--- src/rtl/wishbone_data_master.sv ---
`default_nettype none
// +----------------------------------------------------------------------------+
// | wishbone_data_master                                                       |
// | MEM-stage load/store to single-beat Wishbone classic initiator.            |
// | Rev 1.0                                                                    |
// +----------------------------------------------------------------------------+
module wishbone_data_master #(
   parameter int TIMEOUT_CYCLES = 255
) (
   input  logic        CLK,
   input  logic        RST,
   input  logic        MEM_REQ_VALID,
   input  logic        MEM_KILL,
   input  logic        MEM_WE,
   input  logic [31:0] MEM_ADDR,
   input  logic [31:0] MEM_WDATA,
   input  logic [1:0]  MEM_SIZE,
   input  logic        MEM_UNSIGNED,
   output logic        WISHBONE_REQ,
   output logic        WISHBONE_DONE,
   output logic [31:0] LOAD_RDATA,
   output logic        BUS_ERR,
   output logic        WB_CYC_O,
   output logic        WB_STB_O,
   output logic        WB_WE_O,
   output logic [31:0] WB_ADR_O,
   output logic [31:0] WB_DAT_O,
   output logic [3:0]  WB_SEL_O,
   input  logic [31:0] WB_DAT_I,
   input  logic        WB_ACK_I,
   input  logic        WB_ERR_I
);

   localparam int CW = (TIMEOUT_CYCLES > 0) ? $clog2(TIMEOUT_CYCLES + 1) : 1;
   localparam int C_TO_LAST_I = (TIMEOUT_CYCLES > 0) ? TIMEOUT_CYCLES - 1 : 0;
   localparam logic [CW-1:0] C_TO_LAST = C_TO_LAST_I[CW-1:0];

   typedef enum logic [1:0] {
      S_IDLE = 2'd0,
      S_BUS  = 2'd1,
      S_DONE = 2'd2
   } state_t;

   state_t        state_q, state_d;
   logic          cyc_q, cyc_d;
   logic          we_q, we_d;
   logic [31:0]   adr_q, adr_d;
   logic [31:0]   dat_q, dat_d;
   logic [3:0]    sel_q, sel_d;
   logic [1:0]    size_q, size_d;
   logic [1:0]    lane_q, lane_d;
   logic          uns_q, uns_d;
   logic [31:0]   rdata_q, rdata_d;
   logic          err_q, err_d;
   logic [CW-1:0] cnt_q, cnt_d;

   logic          w_misaligned;
   logic [3:0]    w_sel;
   logic [31:0]   w_dat;
   logic [7:0]    w_byte;
   logic [15:0]   w_half;
   logic [31:0]   w_load;

   always_comb begin
      w_misaligned = 1'b0;
      w_sel        = 4'b1111;
      w_dat        = MEM_WDATA;
      case (MEM_SIZE)
         2'd0: begin
            w_sel = 4'b0001 << MEM_ADDR[1:0];
            w_dat = {4{MEM_WDATA[7:0]}};
         end
         2'd1: begin
            w_misaligned = MEM_ADDR[0];
            w_sel        = MEM_ADDR[1] ? 4'b1100 : 4'b0011;
            w_dat        = {2{MEM_WDATA[15:0]}};
         end
         2'd2:    w_misaligned = |MEM_ADDR[1:0];
         default: w_misaligned = 1'b1;
      endcase
   end

   // Load lane extraction uses the attributes latched at issue, not the live MEM inputs.
   always_comb begin
      case (lane_q)
         2'd0:    w_byte = WB_DAT_I[7:0];
         2'd1:    w_byte = WB_DAT_I[15:8];
         2'd2:    w_byte = WB_DAT_I[23:16];
         default: w_byte = WB_DAT_I[31:24];
      endcase
      w_half = lane_q[1] ? WB_DAT_I[31:16] : WB_DAT_I[15:0];
      case (size_q)
         2'd0:    w_load = {{24{~uns_q & w_byte[7]}}, w_byte};
         2'd1:    w_load = {{16{~uns_q & w_half[15]}}, w_half};
         default: w_load = WB_DAT_I;
      endcase
   end

   always_comb begin
      state_d = state_q;
      cyc_d   = cyc_q;
      we_d    = we_q;
      adr_d   = adr_q;
      dat_d   = dat_q;
      sel_d   = sel_q;
      size_d  = size_q;
      lane_d  = lane_q;
      uns_d   = uns_q;
      rdata_d = rdata_q;
      err_d   = err_q;
      cnt_d   = cnt_q;
      case (state_q)
         S_IDLE: begin
            if (MEM_REQ_VALID && !MEM_KILL) begin
               rdata_d = '0;
               if (w_misaligned) begin
                  err_d   = 1'b1;
                  state_d = S_DONE;
               end else begin
                  err_d   = 1'b0;
                  cyc_d   = 1'b1;
                  we_d    = MEM_WE;
                  adr_d   = {MEM_ADDR[31:2], 2'b00};
                  dat_d   = w_dat;
                  sel_d   = w_sel;
                  size_d  = MEM_SIZE;
                  lane_d  = MEM_ADDR[1:0];
                  uns_d   = MEM_UNSIGNED;
                  cnt_d   = '0;
                  state_d = S_BUS;
               end
            end
         end
         S_BUS: begin
            if (WB_ERR_I) begin
               cyc_d   = 1'b0;
               err_d   = 1'b1;
               rdata_d = '0;
               state_d = S_DONE;
            end else if (WB_ACK_I) begin
               cyc_d   = 1'b0;
               err_d   = 1'b0;
               rdata_d = we_q ? 32'h0 : w_load;
               state_d = S_DONE;
            end else if ((TIMEOUT_CYCLES != 0) && (cnt_q == C_TO_LAST)) begin
               cyc_d   = 1'b0;
               err_d   = 1'b1;
               rdata_d = '0;
               state_d = S_DONE;
            end else begin
               cnt_d = cnt_q + 1'b1;
            end
         end
         S_DONE:  state_d = S_IDLE;
         default: state_d = S_IDLE;
      endcase
   end

   always_ff @(posedge CLK) begin
      if (RST) begin
         state_q <= S_IDLE;
         cyc_q   <= 1'b0;
         we_q    <= 1'b0;
         adr_q   <= '0;
         dat_q   <= '0;
         sel_q   <= '0;
         size_q  <= '0;
         lane_q  <= '0;
         uns_q   <= 1'b0;
         rdata_q <= '0;
         err_q   <= 1'b0;
         cnt_q   <= '0;
      end else begin
         state_q <= state_d;
         cyc_q   <= cyc_d;
         we_q    <= we_d;
         adr_q   <= adr_d;
         dat_q   <= dat_d;
         sel_q   <= sel_d;
         size_q  <= size_d;
         lane_q  <= lane_d;
         uns_q   <= uns_d;
         rdata_q <= rdata_d;
         err_q   <= err_d;
         cnt_q   <= cnt_d;
      end
   end

   assign WISHBONE_REQ  = (state_q != S_IDLE) | (MEM_REQ_VALID & ~MEM_KILL);
   assign WISHBONE_DONE = (state_q == S_DONE);
   assign LOAD_RDATA    = rdata_q;
   assign BUS_ERR       = err_q;
   assign WB_CYC_O      = cyc_q;
   assign WB_STB_O      = cyc_q;
   assign WB_WE_O       = we_q;
   assign WB_ADR_O      = adr_q;
   assign WB_DAT_O      = dat_q;
   assign WB_SEL_O      = sel_q;

endmodule
`default_nettype wire
--- config.mk ---
export PLATFORM = sky130hd
export DESIGN_NAME = wishbone_data_master
export DESIGN_NICKNAME = d
export VERILOG_FILES = /design/src/rtl/wishbone_data_master.sv
export SDC_FILE = /design/constraint.sdc
export NUM_CORES = 1
export LEC_CHECK = 0
export CAP_MARGIN = 15
export CORE_AREA = 10 10 125 127
export CTS_BUF_LIST = sky130_fd_sc_hd__clkbuf_4 sky130_fd_sc_hd__clkbuf_8
export DETAILED_ROUTE_END_ITERATION = 7
export DIE_AREA = 0 0 135 137
export PLACE_DENSITY = 0.84
export RECOVER_POWER = 25
export SYNTH_ARGS = -nofsm -noshare
export SYNTH_HDL_FRONTEND = slang
export SYNTH_SLANG_ARGS = --single-unit
export TNS_END_PERCENT = 20
--- constraint.sdc ---
create_clock -name CLK -period 2 [get_ports CLK]
set_input_delay 0.4 -clock CLK [delete_from_list [all_inputs] [get_ports CLK]]
set_output_delay 0.4 -clock CLK [all_outputs]
set_load 0.03 [all_outputs]
# Yosys cells after proc, flatten, opt, wreduce, memory -nomap -nowiden
# Index checks and enable logic that the tools add are counted.
[classes] shifts=1 order_cmp=0 n_eq_ne=14 reduce_logical=14 mul=0 addsub=1 muxes=37 n_bitwise=7 n_div=0
[op_table] cell="case mux 32 bit (2 select lines)" n=3
[op_table] cell="two-way mux 32 bit" n=5
[op_table] cell="two-way mux 8 bit" n=5
[op_table] cell="case mux 8 bit (3 select lines)" n=1
[op_table] cell="two-way mux 16 bit" n=1
[op_table] cell="case mux 8 bit (2 select lines)" n=1
[op_table] cell="two-way mux 1 bit" n=10
[op_table] cell="two-way mux 2 bit" n=5
[op_table] cell="inequality test 2 bit, second input constant" n=5
[op_table] cell="adder 8 x 1 -> 8 bit, second input constant" n=1
[op_table] cell="== test 2 x 1 -> 1 bit, second input constant" n=4
[op_table] cell="== test 8 bit, second input constant" n=1
[op_table] cell="zero test 2 bit" n=4
[op_table] cell="case mux 4 bit (2 select lines)" n=1
[op_table] cell="== test 2 bit, second input constant" n=3
[op_table] cell="AND reduction 3 bit" n=2
[op_table] cell="AND reduction 6 bit" n=1
[op_table] cell="two-way mux 4 bit" n=1
[op_table] cell="inequality test 4 bit, second input constant" n=1
[op_table] cell="case mux 1 bit (2 select lines)" n=2
[op_table] cell="case mux 2 bit (2 select lines)" n=1
[op_table] cell="AND reduction 4 bit" n=1
[op_table] cell="nonzero test 2 bit" n=2
[op_table] cell="<< shifter 1 x 2 -> 4 bit, first input constant" n=1
[op_table] cell="other kinds (8)" n=12
[totals] n_memories=0 latchBits=0 mem_bits_ro=0 inputBits=106 ff_bits=116 elab_cells=86 out_inout_bits=106 ramBits=0

# Logic depth before layout (Yosys ltp)
# Gate-level depths: netlist of run 1.
[depth] depth_word=8 depth_mapped=8 ltp_nobuf=6

# Least setup slack after synthesis of run 1
# Ideal clock, no wire load.
[synth_timing] path_kind="register to register" start="register lane_q[1]" end="register rdata_q[22] (netlist: LOAD_RDATA[22])" setup_ps=119 required_time_ps=1881 period_less_slack_ps=1566 t_arrival_ps=1447 setup_slack_ps=434 n_path_buf=2 stages_incl_launch_ff=7 cell_sequence="dfxtp_1 -> buf_2 -> mux2i_1 -> o22ai_1 -> o21ai_2 -> buf_2 -> o2bb2ai_1"
[synth_between] elab_chain_cells=8 word_cells_on_any_way=12 classes_between="2 x eq/ne; 7 x mux; 2 x bitwise; 1 x reduce/logical"
[synth_lines] item="start, declared" line_no="51" text="logic [1:0] lane_q, lane_d;"
[synth_lines] item="start signal, assigned" line_no="181" text="lane_q <= lane_d;"
[synth_lines] item="== test 2 bit, or another cell as far along" line_no="85" text="case (lane_q)"
[synth_lines] item="case mux 8 bit (3 select lines)" line_no="85"
[synth_lines] item="AND 1 bit" line_no="93" text="2'd0: w_load = {{24{~uns_q & w_byte[7]}}, w_byte};"
[synth_lines] item="case mux 32 bit (2 select lines) (*)" line_no="92" text="case (size_q)"
[synth_lines] item="two-way mux 32 bit (*)" line_no="143" text="rdata_d = we_q ? 32'h0 : w_load;"
[synth_lines] item="two-way mux 32 bit (*)" line_no="140" text="end else if (WB_ACK_I) begin"
[synth_lines] item="two-way mux 32 bit (*)" line_no="135" text="if (WB_ERR_I) begin"
[synth_lines] item="case mux 32 bit (2 select lines) (*)" line_no="112" text="case (state_q)"
[synth_lines] item="end signal, assigned" line_no="183" text="rdata_q <= rdata_d;"
[synth_lines] item="end, declared" line_no="53" text="logic [31:0] rdata_q, rdata_d;"
# Every way passes the cells marked *; elsewhere a longest branch is shown, timed or not.
# A chain may end at the register's enable or synchronous reset.

# Worst setup path after layout of run 1
[layout_timing] start="register dat_q[11] (netlist: WB_DAT_O[11])" end="output port WB_DAT_O[11]"
[layout_rtl] item="start, declared" line_no="48" text="logic [31:0] dat_q, dat_d;"
[layout_rtl] item="start signal, assigned" line_no="178" text="dat_q <= dat_d;"
[layout_rtl] item="end, declared" line_no="27" text="output logic [31:0] WB_DAT_O,"
# No word-level cell between the ends.

==> flow_metrics.env, run 1 <==
export IMPL_avgRoutedWirePerCell_um=17.9
export IMPL_drv_max_cap_violation_count=0
export IMPL_place_hpwl_um=13400
export IMPL_fp_dieH_um=137
export IMPL_drc=0
export IMPL_design_die_area_um2=18500
export IMPL_clock_sink_count=116
export IMPL_cp_data_required_time_ps=1600
export IMPL_synth_top_cells_by_count="sky130_fd_sc_hd__nand2_1 (117), sky130_fd_sc_hd__dfxtp_1 (116), sky130_fd_sc_hd__a21oi_1 (91)"
export IMPL_p_sw_uw=1520
export IMPL_timing_setup_critical_path_class="flop to primary output"
export IMPL_largest_net_degree_at_the_start_of_global_routing=46
export IMPL_synth_area_per_cell_um2=8.48
export IMPL_drt_iter0_markers=464
export IMPL_numPortBuffers=209
export IMPL_rsz_0062_raised_after_global_routing="false"
export IMPL_tightestPinTransition_ps=1110
export IMPL_drt_pre_antenna_iters=5
export IMPL_clk_transition_reported_paths_ps=70
export IMPL_startpoint_type="flop"
export IMPL_synth_top_cells_by_area="sky130_fd_sc_hd__dfxtp_1 (45%), sky130_fd_sc_hd__a21oi_1 (8.9%), sky130_fd_sc_hd__nand2_1 (8.6%), sky130_fd_sc_hd__mux2i_1 (4.5%), sky130_fd_sc_hd__o2bb2ai_1 (3.9%)"
export IMPL_path_delay_family="buffers and inverters"
export IMPL_power_per_cell_area_nw_per_um2=713
export IMPL_fin_area_um2=8000
export IMPL_slowest_delay_ps=720
export IMPL_critPathArrivalTime_ps=1530
export IMPL_std_cell_rows=42
export IMPL_groute_layer_met3_usage_pct=9.49
export IMPL_hold_buffers=0
export IMPL_first_global_vias=5283
export IMPL_synth_most_common_cell="sky130_fd_sc_hd__nand2_1"
export IMPL_max_freq_mhz=518
export IMPL_hp_class="input pin to flop"
export IMPL_total_detailed_routing_wirelength_um=18200
export IMPL_gp_congestion=0.849
export IMPL_worst_slew_margin_rel_pct=25.9
export IMPL_layout_nets=932
export IMPL_layout_drive_gt1_share_pct=10.8
export IMPL_top_usage_layer="met2"
export IMPL_p_leak_uw=0.00288
export IMPL_p_sw_share_pct=26.7
export IMPL_final_setup_skew_ps=11.0
export IMPL_postCtsSetupRepairBufs=0
export IMPL_power_share_sequential_pct=42.5
export IMPL_synth_async_reset_ratio_pct=0
export IMPL_synth_distinct_cells=47
export IMPL_fin_util_pct=61.1
export IMPL_placement_cell_area_um2=7600
export IMPL_placement_setup_worst_slack_ps=-178
export IMPL_global_route_usage_met2_pct=31.2
export IMPL_yosys_warnings=0
export IMPL_synth_edff_count=0
export IMPL_ys_ff_latch=116
export IMPL_cp_num_buf_inv=1
export IMPL_yosysTopAreaCell="sky130_fd_sc_hd__dfxtp_1"
export IMPL_worst_skew_pair_late_latency_ps=450
export IMPL_setup_violations=0
export IMPL_use_met1_pct=21.3
export IMPL_timing_final_hold_violations=0
export IMPL_initial_core_util_pct=39.2
export IMPL_power_clock_fraction_pct=40.4
export IMPL_floorplan_die_width_um=135
export IMPL_final_min_period_over_clock_period_pct=96.6
export IMPL_global_route_overflow_total=0
export IMPL_total_of_cells_resized_after_clock_tree_synthesis=1
export IMPL_fin_crit_ps=1930
export IMPL_crit_path_max_fanout=2
export IMPL_finalMaxSlewViolations=0
export IMPL_cts_root_buf="sky130_fd_sc_hd__clkbuf_8"
export IMPL_layout_area_overhead_vs_synth_pct=56.1
export IMPL_status="finished, final reports clean"
export IMPL_clockBufferDepth=2
export IMPL_routed_via_density=5.27
export IMPL_io_pins=212
export IMPL_synth_main_ff_cell="sky130_fd_sc_hd__dfxtp_1"
export IMPL_finalHoldWorstSlack_ps=401
export IMPL_synth_yosys_seq_area_share_pct=45.3
export IMPL_p_comb_share_pct=17.1
export IMPL_critPathSlowestCell="sky130_fd_sc_hd__clkdlybuf4s50_1"
export IMPL_num_vias=5348
export IMPL_antenna_found_initial=1
export IMPL_finalWorstSetupSlack_ps=67.9
export IMPL_setup_worst_path_end_class="primary output"
export IMPL_design_core_area_um2=13100
export IMPL_worst_r2r_setup_slack_ps=180
export IMPL_gr_usage_all_layers_pct=19.3
export IMPL_synthDominantCellAreaShare_pct=45.3
export IMPL_grt_first_pass_wirelength_um=28100
export IMPL_cts_htree_levels=4
export IMPL_cts_inserted_buffers=17
export IMPL_vdd_ir_drop_max_mv=0.613
export IMPL_synth_cells=605
export IMPL_cp_cell_sequence="clkdlybuf4s50_1"
export IMPL_area_of_the_mapped_netlist_um2=5130
export IMPL_antenna_violating_nets_post_route=0
export IMPL_cell_internal_pwr_uw=4180
export IMPL_tritoncts="done"
==> cells by family after synthesis <==
family / after synthesis / synth area share, %
flops: 116 / 45.3
fa+ha+maj: 2 / 0.488
buf+inv: 61 / 5.56
simple gates: 192 / 17.0
mux: 30 / 6.03
other cells: 1 / 0.0731
compound gates: 203 / 25.6
==> power groups by stage <==
stage | clock network (uW) | registers (uW) | logic (uW)
floorplan | 0 | 2590 | 346
global placement | 0 | 2470 | 964
detailed placement | 0 | 2470 | 974
CTS | 2350 | 2420 | 980
global route | 2460 | 2430 | 1050
finish | 2300 | 2420 | 976
==> per-layer routing <==
metal / vias to the layer above / part of all wire [%]
li1: 2616 / -
met1: 2509 / 39
met2: 188 / 48
met3: 35 / 11
met4: 0 / 2.5
met5: - / 0
==> layout by cell type (no fill, tap or decap), types with 7 or more instances in the layout <==
cell type / n
sky130_fd_sc_hd__a21oi_1: 90
sky130_fd_sc_hd__clkbuf_8: 19
sky130_fd_sc_hd__o2bb2ai_1: 23
sky130_fd_sc_hd__clkdlybuf4s50_1: 206
sky130_fd_sc_hd__o211ai_1: 8
sky130_fd_sc_hd__mux2_2: 7
sky130_fd_sc_hd__nand2b_1: 14
sky130_fd_sc_hd__inv_1: 7
sky130_fd_sc_hd__nand2_1: 117
sky130_fd_sc_hd__dfxtp_1: 116
sky130_fd_sc_hd__o21ai_0: 25
sky130_fd_sc_hd__a32o_1: 7
sky130_fd_sc_hd__nor2_1: 26
sky130_fd_sc_hd__mux2i_1: 23
sky130_fd_sc_hd__a211oi_1: 12
sky130_fd_sc_hd__buf_4: 34
sky130_fd_sc_hd__a311oi_1: 10
==> per-stage QoR <==
stage               std cells  total power [uW]  TNS, ps
floorplan                 606              2940        0
global placement          981              3430    -1600
detailed placement        981              3450    -6880
CTS                      1013              5750        0
global route             1014              5940        0
finish                   1014              5700        0
==> final timing paths <==
check               start            to  cells past startpoint
max          WB_DAT_O[11]  WB_DAT_O[11]                      1
min                   RST     size_q[1]                      3
max reg2reg    state_q[0]   WB_ADR_O[2]                      6
min reg2reg   WB_DAT_O[1]   WB_DAT_O[1]                      2
==> area by class of cell <==
| type | count | area [um2] |
|---|---|---|
| clock buffers | 22 | 284 |
| repair buffers | 252 | 2470 |
| well taps | 176 | 220 |
| diodes | 1 | 2.50 |
| fillers | 1086 | 5080 |
| clock inverters | 10 | 130 |
| inverters | 8 | 30.0 |
| multi-input cells | 429 | 2540 |
| flip-flops and latches | 116 | 2320 |
==> registers in the layout (all words and copies together) (netlist names) <==
register,flops
size_q,2
state_q,2
WB_SEL_O,4
WB_DAT_O,32
cnt_q,8
WB_WE_O,1
uns_q,1
WB_CYC_O,1
lane_q,2
LOAD_RDATA,32
BUS_ERR,1
WB_ADR_O,30
No activity file was read; power rests on OpenSTA's default activity.
==> inputs of run 2 (changes only) <==
Settings changed: SLEW_MARGIN set to 40.
==> flow_metrics.env, run 2 (synthesized netlist as in run 1, its figures left out) <==
export IMPL_std_cell_rows=42
export IMPL_worst_slew_margin_rel_pct=53.5
export IMPL_drc=0
export IMPL_floorplan_die_width_um=135
export IMPL_slowest_delay_ps=710
export IMPL_total_detailed_routing_wirelength_um=18000
export IMPL_setup_worst_path_end_class="primary output"
export IMPL_tightestPinTransition_ps=697
export IMPL_power_clock_fraction_pct=40.8
export IMPL_setup_violations=0
export IMPL_drt_pre_antenna_iters=5
export IMPL_gp_congestion=0.849
export IMPL_layout_drive_gt1_share_pct=10.4
export IMPL_routed_via_density=5.24
export IMPL_finalWorstSetupSlack_ps=78.7
export IMPL_critPathArrivalTime_ps=1520
export IMPL_p_sw_uw=1500
export IMPL_final_setup_skew_ps=14.1
export IMPL_holdPathStages=3
export IMPL_gr_usage_all_layers_pct=19.2
export IMPL_placement_cell_area_um2=7600
export IMPL_place_hpwl_um=13400
export IMPL_cts_root_buf="sky130_fd_sc_hd__clkbuf_8"
export IMPL_hp_class="input pin to flop"
export IMPL_design_core_area_um2=13100
export IMPL_finalMaxSlewViolations=0
export IMPL_final_min_period_over_clock_period_pct=96.1
export IMPL_rr_worst_depth=6
export IMPL_clockBufferDepth=2
export IMPL_startpoint_type="flop"
export IMPL_clock_sink_count=116
export IMPL_fin_setup_tns_ps=0
export IMPL_fin_crit_ps=1920
export IMPL_rsz_0062_raised_after_global_routing="false"
export IMPL_routed_top_layer="met4"
export IMPL_largest_net_degree_at_the_start_of_global_routing=46
export IMPL_antenna_violating_nets_post_route=0
export IMPL_grt_first_pass_wirelength_um=28100
export IMPL_max_freq_mhz=520
export IMPL_placement_setup_worst_slack_ps=-121
export IMPL_numPortBuffers=209
export IMPL_power_share_sequential_pct=42.3
export IMPL_wl_met3_um=1810
export IMPL_crit_path_max_fanout=2
export IMPL_metal_1_wl_um=6990
export IMPL_worst_skew_pair_late_latency_ps=450
export IMPL_layout_nets=932
export IMPL_finalHoldWorstSlack_ps=398
export IMPL_clk_transition_reported_paths_ps=80
export IMPL_io_pins=212
export IMPL_fin_util_pct=61.0
export IMPL_timing_final_hold_violations=0
export IMPL_num_vias=5306
export IMPL_postCtsSetupRepairBufs=0
export IMPL_p_comb_share_pct=16.9
export IMPL_cts_inserted_buffers=17
export IMPL_design_die_area_um2=18500
export IMPL_avgRoutedWirePerCell_um=17.8
export IMPL_p_leak_uw=0.00286
export IMPL_fp_dieH_um=137
export IMPL_power_per_cell_area_nw_per_um2=717
export IMPL_first_global_vias=5256
export IMPL_layout_area_overhead_vs_synth_pct=55.8
export IMPL_path_delay_family="buffers and inverters"
export IMPL_met2WireLength_um=8850
export IMPL_vdd_ir_drop_max_mv=0.551
export IMPL_global_route_overflow_total=0
export IMPL_initial_core_util_pct=39.2
export IMPL_critPathSlowestCell="sky130_fd_sc_hd__clkdlybuf4s50_1"
export IMPL_tritoncts="done"
export IMPL_fin_area_um2=7990
export IMPL_timing_setup_critical_path_class="flop to primary output"
export IMPL_p_sw_share_pct=26.3
export IMPL_antenna_found_initial=1
export IMPL_status="finished, final reports clean"
export IMPL_drv_max_cap_violation_count=0
export IMPL_cp_data_required_time_ps=1600
export IMPL_mostFrequentLayoutCell="sky130_fd_sc_hd__clkdlybuf4s50_1"
export IMPL_cell_internal_pwr_uw=4220
export IMPL_cp_cell_sequence="clkdlybuf4s50_1"
export IMPL_cts_htree_levels=4
export IMPL_cp_num_buf_inv=1
export IMPL_mostFrequentLayoutCells="sky130_fd_sc_hd__clkdlybuf4s50_1 (205), sky130_fd_sc_hd__nand2_1 (117), sky130_fd_sc_hd__dfxtp_1 (116)"
export IMPL_critical_path_cell_count=1
export IMPL_drt_iter0_markers=404
## run 2: cell count changes in the layout (fill, tap and decap cells not counted), sizes merged
cell	before	now
clkbuf	26	24
buf	41	40
bufinv	3	4
clkdlybuf4s50	206	205
dlygate4sd3	0	1
## run 2: path summary, 6_finish.rpt
kind,slack [ps],start,endpoint
max,80,WB_DAT_O[10],WB_DAT_O[10]
max reg2reg,170,state_q[1],WB_DAT_O[8]
min,400,RST,cnt_q[0]
min reg2reg,450,WB_DAT_O[1],WB_DAT_O[1]
## run 2: what timing repair did
action | 4_1_cts | 5_1_grt
gates resized for setup | 1 | 0
hold buffers | 0 | 0
endpoints found under the setup margin | 1 | 0
## run 2: final cells by class
cell class	count	area (um2)
Multi-Input combinational cell	429	2540
Antenna cell	1	2.50
Tap cell	176	220
Inverter	8	30.0
Sequential cell	116	2320
Clock buffer	19	255
Fill cell	1091	5100
Timing Repair Buffer	252	2450
Clock inverter	11	160
## run 2: per-stage QoR
| stage | std cells | power, uW |
|---|---|---|
| final | 1012 | 5730 |
| after global routing | 1012 | 5960 |
| after CTS | 1011 | 5780 |
| after detailed placement | 981 | 3450 |
| after global placement | 981 | 3430 |
| after floorplan | 606 | 2940 |
## run 2: layer usage
metal / global-route usage [%] / up-vias
li1: - / 2603
met1: 20.9 / 2487
met2: 31.8 / 187
met3: 9.24 / 29
met4: 7.18 / 0
met5: 0 / -
## run 2: power groups by stage
stage                     sequential [uW]  combinational, uW  clock, uW
after global placement               2470                964          0
after floorplan                      2590                346          0
after detailed placement             2470                974          0
final                                2420                970       2340
after CTS                            2420                981       2380
after global routing                 2430               1040       2490
==> inputs of run 3 (changes only) <==
Settings changed: GPL_TIMING_DRIVEN set to 1.
==> results of run 3 <==
Same layout as run 2: the final DEF is identical, and so are final timing and power.
